### src/rtl/pipe_ctrl_pkg.sv
// Shared types and constants for the pipeline stall/flush control.
// Holds the memory-handshake FSM state type and register-index constants.
package pipe_ctrl_pkg;

    typedef enum logic [1:0] {
        S_RUN  = 2'd0,
        S_WAIT = 2'd1,
        S_ERR  = 2'd2
    } state_t;

    localparam int REG_W = 5;
    localparam logic [REG_W-1:0] ZERO_REG = '0;

endpackage

### src/rtl/hazard_detect.sv
// Load-use hazard compare between the load in ID/EX and the IF/ID sources.
// Ports: idex_memrd/idex_rt (load in ID/EX), ifid_rs/ifid_rt, load_use out.
module hazard_detect
    import pipe_ctrl_pkg::*;
(
    input  logic             idex_memrd,
    input  logic [REG_W-1:0] idex_rt,
    input  logic [REG_W-1:0] ifid_rs,
    input  logic [REG_W-1:0] ifid_rt,
    output logic             load_use
);

    // A load into r0 never creates a dependency.
    assign load_use = idex_memrd && (idex_rt != ZERO_REG) &&
                      ((idex_rt == ifid_rs) || (idex_rt == ifid_rt));

endmodule

### src/rtl/hazard_stall_ctrl.sv
// Central stall/flush sequencer: data-memory wait FSM, load-use bubbles,
// taken-branch flush, wait timeout (sticky err_o) and saturating stall count.
// Ports: clk_i, rst_i (async, active-high); EX/MEM op flags and dmem_ack_i;
// ID/EX load info; IF/ID sources; branch_taken_i. Outputs: dmem_req_o,
// pc/ifid/exmem/memwb stalls, ifid/idex flushes, err_o, stall_cnt_o.
module hazard_stall_ctrl
    import pipe_ctrl_pkg::*;
#(
    parameter int TIMEOUT = 64,
    parameter int CNT_W   = 16
) (
    input  logic             clk_i,
    input  logic             rst_i,
    input  logic             exmem_memrd_i,
    input  logic             exmem_memwr_i,
    input  logic             dmem_ack_i,
    input  logic             idex_memrd_i,
    input  logic [REG_W-1:0] idex_rt_i,
    input  logic [REG_W-1:0] ifid_rs_i,
    input  logic [REG_W-1:0] ifid_rt_i,
    input  logic             branch_taken_i,
    output logic             dmem_req_o,
    output logic             pc_stall_o,
    output logic             ifid_stall_o,
    output logic             ifid_flush_o,
    output logic             idex_flush_o,
    output logic             exmem_stall_o,
    output logic             memwb_stall_o,
    output logic             err_o,
    output logic [CNT_W-1:0] stall_cnt_o
);

    localparam int WC_W = $clog2(TIMEOUT + 1);
    localparam logic [WC_W-1:0] WC_LAST = WC_W'(TIMEOUT - 1);

    state_t          state;
    logic [WC_W-1:0] wait_cnt;
    logic            mem_op;
    logic            mem_stall;
    logic            req;
    logic            load_use;
    logic            lu_eff;

    assign mem_op = exmem_memrd_i | exmem_memwr_i;

    hazard_detect u_hazard_detect (
        .idex_memrd (idex_memrd_i),
        .idex_rt    (idex_rt_i),
        .ifid_rs    (ifid_rs_i),
        .ifid_rt    (ifid_rt_i),
        .load_use   (load_use)
    );

    always_comb begin
        req       = 1'b0;
        mem_stall = 1'b0;
        unique case (state)
            S_RUN: begin
                req       = mem_op;
                mem_stall = mem_op & ~dmem_ack_i;
            end
            S_WAIT: begin
                req       = 1'b1;
                mem_stall = ~dmem_ack_i;
            end
            S_ERR: begin
                req       = 1'b0;
                mem_stall = 1'b1;
            end
            default: begin
                req       = 1'b0;
                mem_stall = 1'b0;
            end
        endcase
    end

    // A memory freeze overrides bubbles and flushes.
    assign lu_eff = load_use & ~mem_stall;

    // Everything is gated by reset so the pipe sees no request or
    // stall while rst_i is high, whatever the data inputs show.
    assign dmem_req_o    = req & ~rst_i;
    assign exmem_stall_o = mem_stall & ~rst_i;
    assign memwb_stall_o = mem_stall & ~rst_i;
    assign pc_stall_o    = (mem_stall | lu_eff) & ~rst_i;
    assign ifid_stall_o  = (mem_stall | lu_eff) & ~rst_i;
    assign idex_flush_o  = lu_eff & ~rst_i;
    assign ifid_flush_o  = branch_taken_i & ~mem_stall & ~load_use & ~rst_i;

    always_ff @(posedge clk_i or posedge rst_i) begin
        if (rst_i) begin
            state       <= S_RUN;
            wait_cnt    <= '0;
            err_o       <= 1'b0;
            stall_cnt_o <= '0;
        end else begin
            if (mem_stall && (stall_cnt_o != '1))
                stall_cnt_o <= stall_cnt_o + 1'b1;
            unique case (state)
                S_RUN: begin
                    if (mem_op && !dmem_ack_i) begin
                        state    <= S_WAIT;
                        wait_cnt <= WC_W'(1);
                    end
                end
                S_WAIT: begin
                    if (dmem_ack_i) begin
                        state    <= S_RUN;
                        wait_cnt <= '0;
                    end else if (wait_cnt == WC_LAST) begin
                        state <= S_ERR;
                        err_o <= 1'b1;
                    end else begin
                        wait_cnt <= wait_cnt + 1'b1;
                    end
                end
                S_ERR: begin
                    err_o <= 1'b1;
                end
                default: begin
                    state <= S_RUN;
                end
            endcase
        end
    end

endmodule
### config.mk
export PLATFORM = sky130hd
export DESIGN_NAME = hazard_stall_ctrl
export DESIGN_NICKNAME = d
export VERILOG_FILES = /design/src/rtl/pipe_ctrl_pkg.sv /design/src/rtl/hazard_detect.sv /design/src/rtl/hazard_stall_ctrl.sv
export SDC_FILE = /design/constraint.sdc
export NUM_CORES = 1
export LEC_CHECK = 0
export ABC_AREA = 0
export CAP_MARGIN = 20
export CORE_MARGIN = 1.5
export CORE_UTILIZATION = 42
export DETAILED_ROUTE_END_ITERATION = 7
export GPL_ROUTABILITY_DRIVEN = 0
export PLACE_DENSITY = 0.75
export SLEW_MARGIN = 20
export SYNTH_ARGS = -nofsm -noshare
export SYNTH_HDL_FRONTEND = slang
export SYNTH_SLANG_ARGS = --single-unit
### constraint.sdc
create_clock -name clk_i -period 1.9 [get_ports clk_i]
set_clock_uncertainty 0.1 [all_clocks]
set_input_delay 0.285 -clock clk_i [delete_from_list [all_inputs] [get_ports clk_i]]
set_output_delay 0.285 -clock clk_i [all_outputs]
set_load 0.02 [all_outputs]
==> results of run 1 <==
## synthesized netlist by cell type, types with 2 or more instances
library cell / instances / area share
a21oi_1: 2 / 0.0063
and3_1: 5 / 0.020
and4_1: 3 / 0.017
buf_4: 2 / 0.0095
clkbuf_1: 2 / 0.0048
dfrtp_1: 26 / 0.41
ha_1: 2 / 0.016
inv_1: 6 / 0.014
mux2_2: 2 / 0.014
nand2_1: 8 / 0.019
nand3_1: 11 / 0.035
nand4_1: 4 / 0.016
nand4_2: 2 / 0.016
nor2_1: 8 / 0.019
nor3_1: 3 / 0.0095
nor3b_1: 2 / 0.0095
nor4_1: 6 / 0.024
o21ai_0: 4 / 0.013
o31ai_1: 3 / 0.014
xnor2_1: 17 / 0.094
xor2_1: 9 / 0.050
## per-layer routing
layer,GRT usage,vias up
li1,-,701
met1,0.229,734
met2,0.405,31
met3,0.0475,6
met4,0.0293,0
met5,0,-
## metrics by stage
stage                     setup TNS (ns)  utilization  setup WS (ns)  area (sq um)
after global routing               -1.28        0.641         -0.241          2330
after CTS                         -0.900        0.629         -0.183          2280
after global placement             -6.19        0.614         -0.725          2230
final                             -0.905        0.641         -0.188          2330
after floorplan                  -0.0496            -        -0.0496          1600
after detailed placement           -6.90        0.614         -0.779          2230
## worst max-delay path: stages
cell and delay (ns):
dlygate4sd2_1 0.24, or4_1 0.56, o21ai_2 0.16, inv_1 0.09, a31o_4 0.23, buf_6 0.13
## logic make-up after synthesis
| family | Yosys count | share of synthesized area |
|---|---|---|
| and+or+nand+nor | 67 | 0.272 |
| xor gates and xnor gates | 26 | 0.144 |
| DFF | 26 | 0.412 |
| AOI/OAI and AO/OA | 21 | 0.0960 |
| buffers and inverters | 11 | 0.0357 |
| muxes | 3 | 0.0238 |
| adders and majority gates | 2 | 0.0159 |
## final timing paths
check	start	to	cells past startpoint	slack (ns)
worst max-delay path	idex_rt_i[3]	ifid_stall_o	6	-0.19
worst min-delay path	rst_i	stall_cnt_o[11]	3	0.38
worst max register to register	state[0]	stall_cnt_o[1]	5	0.05
worst min register to register	wait_cnt[6]	wait_cnt[6]	1	0.40
max in group asynchronous	rst_i	stall_cnt_o[4]	3	1.06
min in group clk_i	wait_cnt[6]	wait_cnt[6]	1	0.40
## flip-flops by register name, summed over array words and instances, names as in the netlist
signal	count
stall_cnt_o	16
err_o	1
wait_cnt	7
state	2
## cell type report
class / count / area share
multi-input cells: 119 / 0.403
flip-flops and latches: 26 / 0.279
repair buffers: 68 / 0.265
well taps: 48 / 0.0258
clock buffers: 3 / 0.0177
inverters: 6 / 0.00967
## timing repair
action                     CTS  global route
pin swaps                    7             6
setup endpoints to repair    7            15
buffers inserted             1             3
resized for setup           48             9
gates cloned                 0             0
## report_power, final
group / leakage, nW / internal, mW / switching (mW)
logic: 0.691 / 0.351 / 0.333
clock network: 0.0216 / 0.142 / 0.168
registers: 0.333 / 0.641 / 0.106
==> key figures, run 1 <==
Logic synthesis
  – Seq/Total Area, Yosys: 0.412
  – Yosys cell types: 50
  – Post-synth EDFFs: 0
  – Post-synthesis cell count: 156
  – Average size of a mapped cell: 10.1 sq um
  – Synthesized net count: 180
  – Synth Register Bits: 26
  – Synth warnings: 0
  – Main flop type after synthesis: dfrtp_1
  – Synth async-reset ratio: 1.00
  – Post-Syn Area: 0.00158 sq mm

Place
  – DPL Wire Length: approximately 3.1 mm
  – IO Port Bufs: between 40 and 50
  – Dpl cells: ~270

CTS
  – CTS tree: done
  – Clk buf depth: 2
  – H-Tree Depth: 1
  – Clock-pin slew reported for the worst setup and hold paths after clock tree synthesis: 0.09 ns
  – Clk root buf: clkbuf_8
  – Worst-Skew Late Latency: 0.27 ns
  – CTS Hold Bufs: 0
  – Clk sinks: 26
  – CTS Buf Count: 3

Timing
  – Finish-stage setup viols: 6
  – Period minus WS final: 2.09 ns
  – Fin crit share: 1.10
  – Normalized max-slew margin: 0.724
  – Final Hold Slack: between 0.3 and 0.4 ns
  – Worst Max-Slew Pin Slew: 0.412 ns
  – Final setup margin: -0.188 ns
  – Max Fclk: 0.479 GHz
  – Fin. Hold Viols: 0
  – RSZ-0062 raised after global routing: true
  – Fin. max-slew vios: 0

Flow run
  – Max_cap viols: 0

Detailed routing
  – DR WL met2: between 2 and 2.5 mm
  – WL met1: between 1.5 and 2 mm
  – Post-route ant nets: 0
  – Met3 WL: 123 um
  – Top routing layer in use: met4
  – Router iterations before antenna repair: 4
  – Avg Vias per Cell: 5.45
  – Total wire length: slightly above 4 mm
  – Initial DRC Count: 93
  – Via count: 1472
  – WL/cell: roughly 15 um
  – Post-route DRC: 0

Floorplanning
  – Die area: 0.00413 sq mm
  – Io pins: between 40 and 50
  – # rows: 22
  – Core ar.: 0.00363 sq mm
  – Die height: 64.3 um
  – Die X: 64.3 um
  – Initial core utilization: 0.434

Final layout
  – Storage cell area: roughly 650 sq um
  – N_diodes: 0
  – Most frequent cells in the layout: 31 x clkdlybuf4s50_1, 26 x dfrtp_1, 24 x buf_4
  – Nets: about 250
  – Fill count: 302
  – Share of post-route cells with drive strength above 1: 0.257
  – Commonest non-fill, non-tap cell in the layout: clkdlybuf4s50_1
  – Finished Layout Cells: 270
  – Multi-input gate area: approximately 940 sq um
  – P&R area growth vs syn: 47.7%

Global routing
  – Vias in the first global route: 1458
  – Largest net degree at the start of global routing: 19
  – First-pass GRT wire length: 6.71 mm
  – Remaining global-route overflow: 0
  – Global Route Usage Sum: 0.207
  – Initial antenna violation count: 0

Critical path
  – Critical path endpoint category: primary output
  – Critical path type: in -> out
  – Critical Path AT: 1.70 ns
  – CP Max Fanout: 3
  – Critical path launch point type: input pin
  – Worst path required time: 1.51 ns

Power
  – Pleak: 1.05 nW
  – Overall Power: 1.74 mW
  – Max VDD drop: approximately 0.00053 V
  – Power per Cell Area: approximately 750 mW/mm^2

Status
  – Failing checks: negative setup slack
  – Status: finished, violations left

Hold path
  – HP Class: in -> async
(Power assumes the default switching activity.)
==> run 2: changes to the inputs <==
--- a/config.mk
+++ b/config.mk
@@ -7,10 +7,10 @@
 export LEC_CHECK = 0
 export ABC_AREA = 0
 export CAP_MARGIN = 20
-export CORE_MARGIN = 1.5
 export CORE_UTILIZATION = 42
 export DETAILED_ROUTE_END_ITERATION = 7
 export GPL_ROUTABILITY_DRIVEN = 0
+export GPL_TIMING_DRIVEN = 0
 export PLACE_DENSITY = 0.75
 export SLEW_MARGIN = 20
 export SYNTH_ARGS = -nofsm -noshare
==> key figures, run 2 (synthesized netlist as in run 1, its figures left out) <==
Floorplanning
  – Io pins: 46
  – Die area: 0.00401 sq mm
  – Core ar.: 0.00347 sq mm
  – # rows: 21
  – Die X: approximately 63 um
  – Initial core utilization: 0.455
  – Die height: around 63 um

Detailed routing
  – Avg Vias per Cell: 5.72
  – Router iterations before antenna repair: 4
  – Via count: 1498
  – Initial DRC Count: 92
  – WL/cell: about 16 um
  – Post-route ant nets: 0
  – Post-route DRC: 0
  – Total wire length: 4.20 mm

Timing
  – Fin. Hold Viols: 0
  – Final setup margin: -0.340 ns
  – Worst Max-Slew Pin Slew: 0.690 ns
  – RSZ-0062 raised after global routing: true
  – Fin. max-slew vios: 0
  – Max Fclk: about 0.45 GHz
  – Fin crit share: 1.18
  – Finish-stage setup viols: 6
  – Normalized max-slew margin: 0.538
  – Period minus WS final: approximately 2.2 ns
  – Total negative setup slack: -1.57 ns
  – Final Hold Slack: 0.215 ns

Global routing
  – First-pass GRT wire length: 6.91 mm
  – Initial antenna violation count: 0
  – Remaining global-route overflow: 0
  – Global Route Usage Sum: 0.214
  – Vias in the first global route: approximately 1.5k
  – Largest net degree at the start of global routing: 16

CTS
  – CTS Hold Bufs: 0
  – Clk buf depth: 2
  – CTS Buf Count: 3
  – Clock-pin slew reported for the worst setup and hold paths after clock tree synthesis: 0.09 ns
  – CTS tree: done
  – Clk sinks: 26
  – H-Tree Depth: 1
  – Worst-Skew Late Latency: 0.27 ns
  – Clk root buf: clkbuf_8

Critical path
  – Critical Path AT: 1.85 ns
  – Critical path type: reg -> out
  – CP Max Fanout: 4
  – Worst path required time: 1.51 ns
  – Critical path launch point type: flip-flop
  – Critical path endpoint category: primary output
  – R2R cell count: 6

Place
  – DPL Wire Length: 2.89 mm
  – IO Port Bufs: 45
  – Dpl cells: 247

Power
  – Power per Cell Area: around 750 mW/mm^2
  – Max VDD drop: 0.000614 V
  – Pleak: 0.996 nW

Status
  – Status: finished, violations left
  – Failing checks: negative setup slack

Final layout
  – Reg with most FFs: stall_cnt_o
  – Top Registers: stall_cnt_o x16, wait_cnt x7, state x2
  – Most frequent cells in the layout: 31 x clkdlybuf4s50_1, 25 x dfrtp_1, 17 x xnor2_1
  – Max reg flops: 16
  – Commonest non-fill, non-tap cell in the layout: clkdlybuf4s50_1
  – Share of post-route cells with drive strength above 1: 0.264
  – Finished Layout Cells: 262
  – P&R area growth vs syn: 47.1%
  – N_diodes: 0
  – Nets: 242
  – Final core occ: 0.669

Flow run
  – Max_cap viols: 0

Hold path
  – HP Class: in -> async
==> run 2: layout make-up <==
cell class | count | area (sq um)
fill | 291 | 1150
multi-input combinational | 119 | 967
sequential | 26 | 652
timing repair buffer | 59 | 549
tap | 46 | 57.6
clock buffer | 3 | 41.3
inverter | 6 | 26.3
buffer | 2 | 22.5
timing repair inverter | 1 | 5.00
==> run 2: timing repair <==
item                       4_1_cts  5_1_grt
setup endpoints to repair       11       20
gates cloned                     1        0
gates resized for setup         48       15
buffers inserted                 9        5
pin swaps                        3        5
==> run 2: layer usage <==
layer  share of wire  GRT usage
met2            0.52      0.382
met3           0.052     0.0380
met4          0.0036     0.0284
met1            0.42      0.273
met5               0          0
==> run 2: worst paths after layout <==
kind,from,to,slack (ns)
max,state[0],pc_stall_o,-0.34
min,rst_i,wait_cnt[2],0.22
max reg2reg,stall_cnt_o[0],stall_cnt_o[1],0.04
min reg2reg,err_o,err_o,0.38
max in group asynchronous,rst_i,stall_cnt_o[10],1.11
min in group clk_i,err_o,err_o,0.38
==> run 2: critical path: stages (launching register included) <==
cell and delay, ns:
dfrtp_2 0.42, or3_4 0.35, a21oi_4 0.20, buf_6 0.14, nor2_4 0.04, a31o_4 0.21
buf_6 0.11, buf_6 0.12
==> run 2: report_power, final <==
group          leakage (nW)  switching, mW  internal [mW]
logic                 0.642          0.329          0.338
clock network        0.0216          0.180          0.142
registers             0.332          0.118          0.641
==> run 2: per-stage QoR <==
stage               setup slack [ns]  total power, mW  area [sq um]
floorplan                    -0.0496             1.09          1600
global placement               -1.06             1.36          2110
detailed placement             -1.12             1.39          2110
CTS                           -0.334             1.73          2230
global route                  -0.391             1.82          2320
finish                        -0.340             1.75          2320
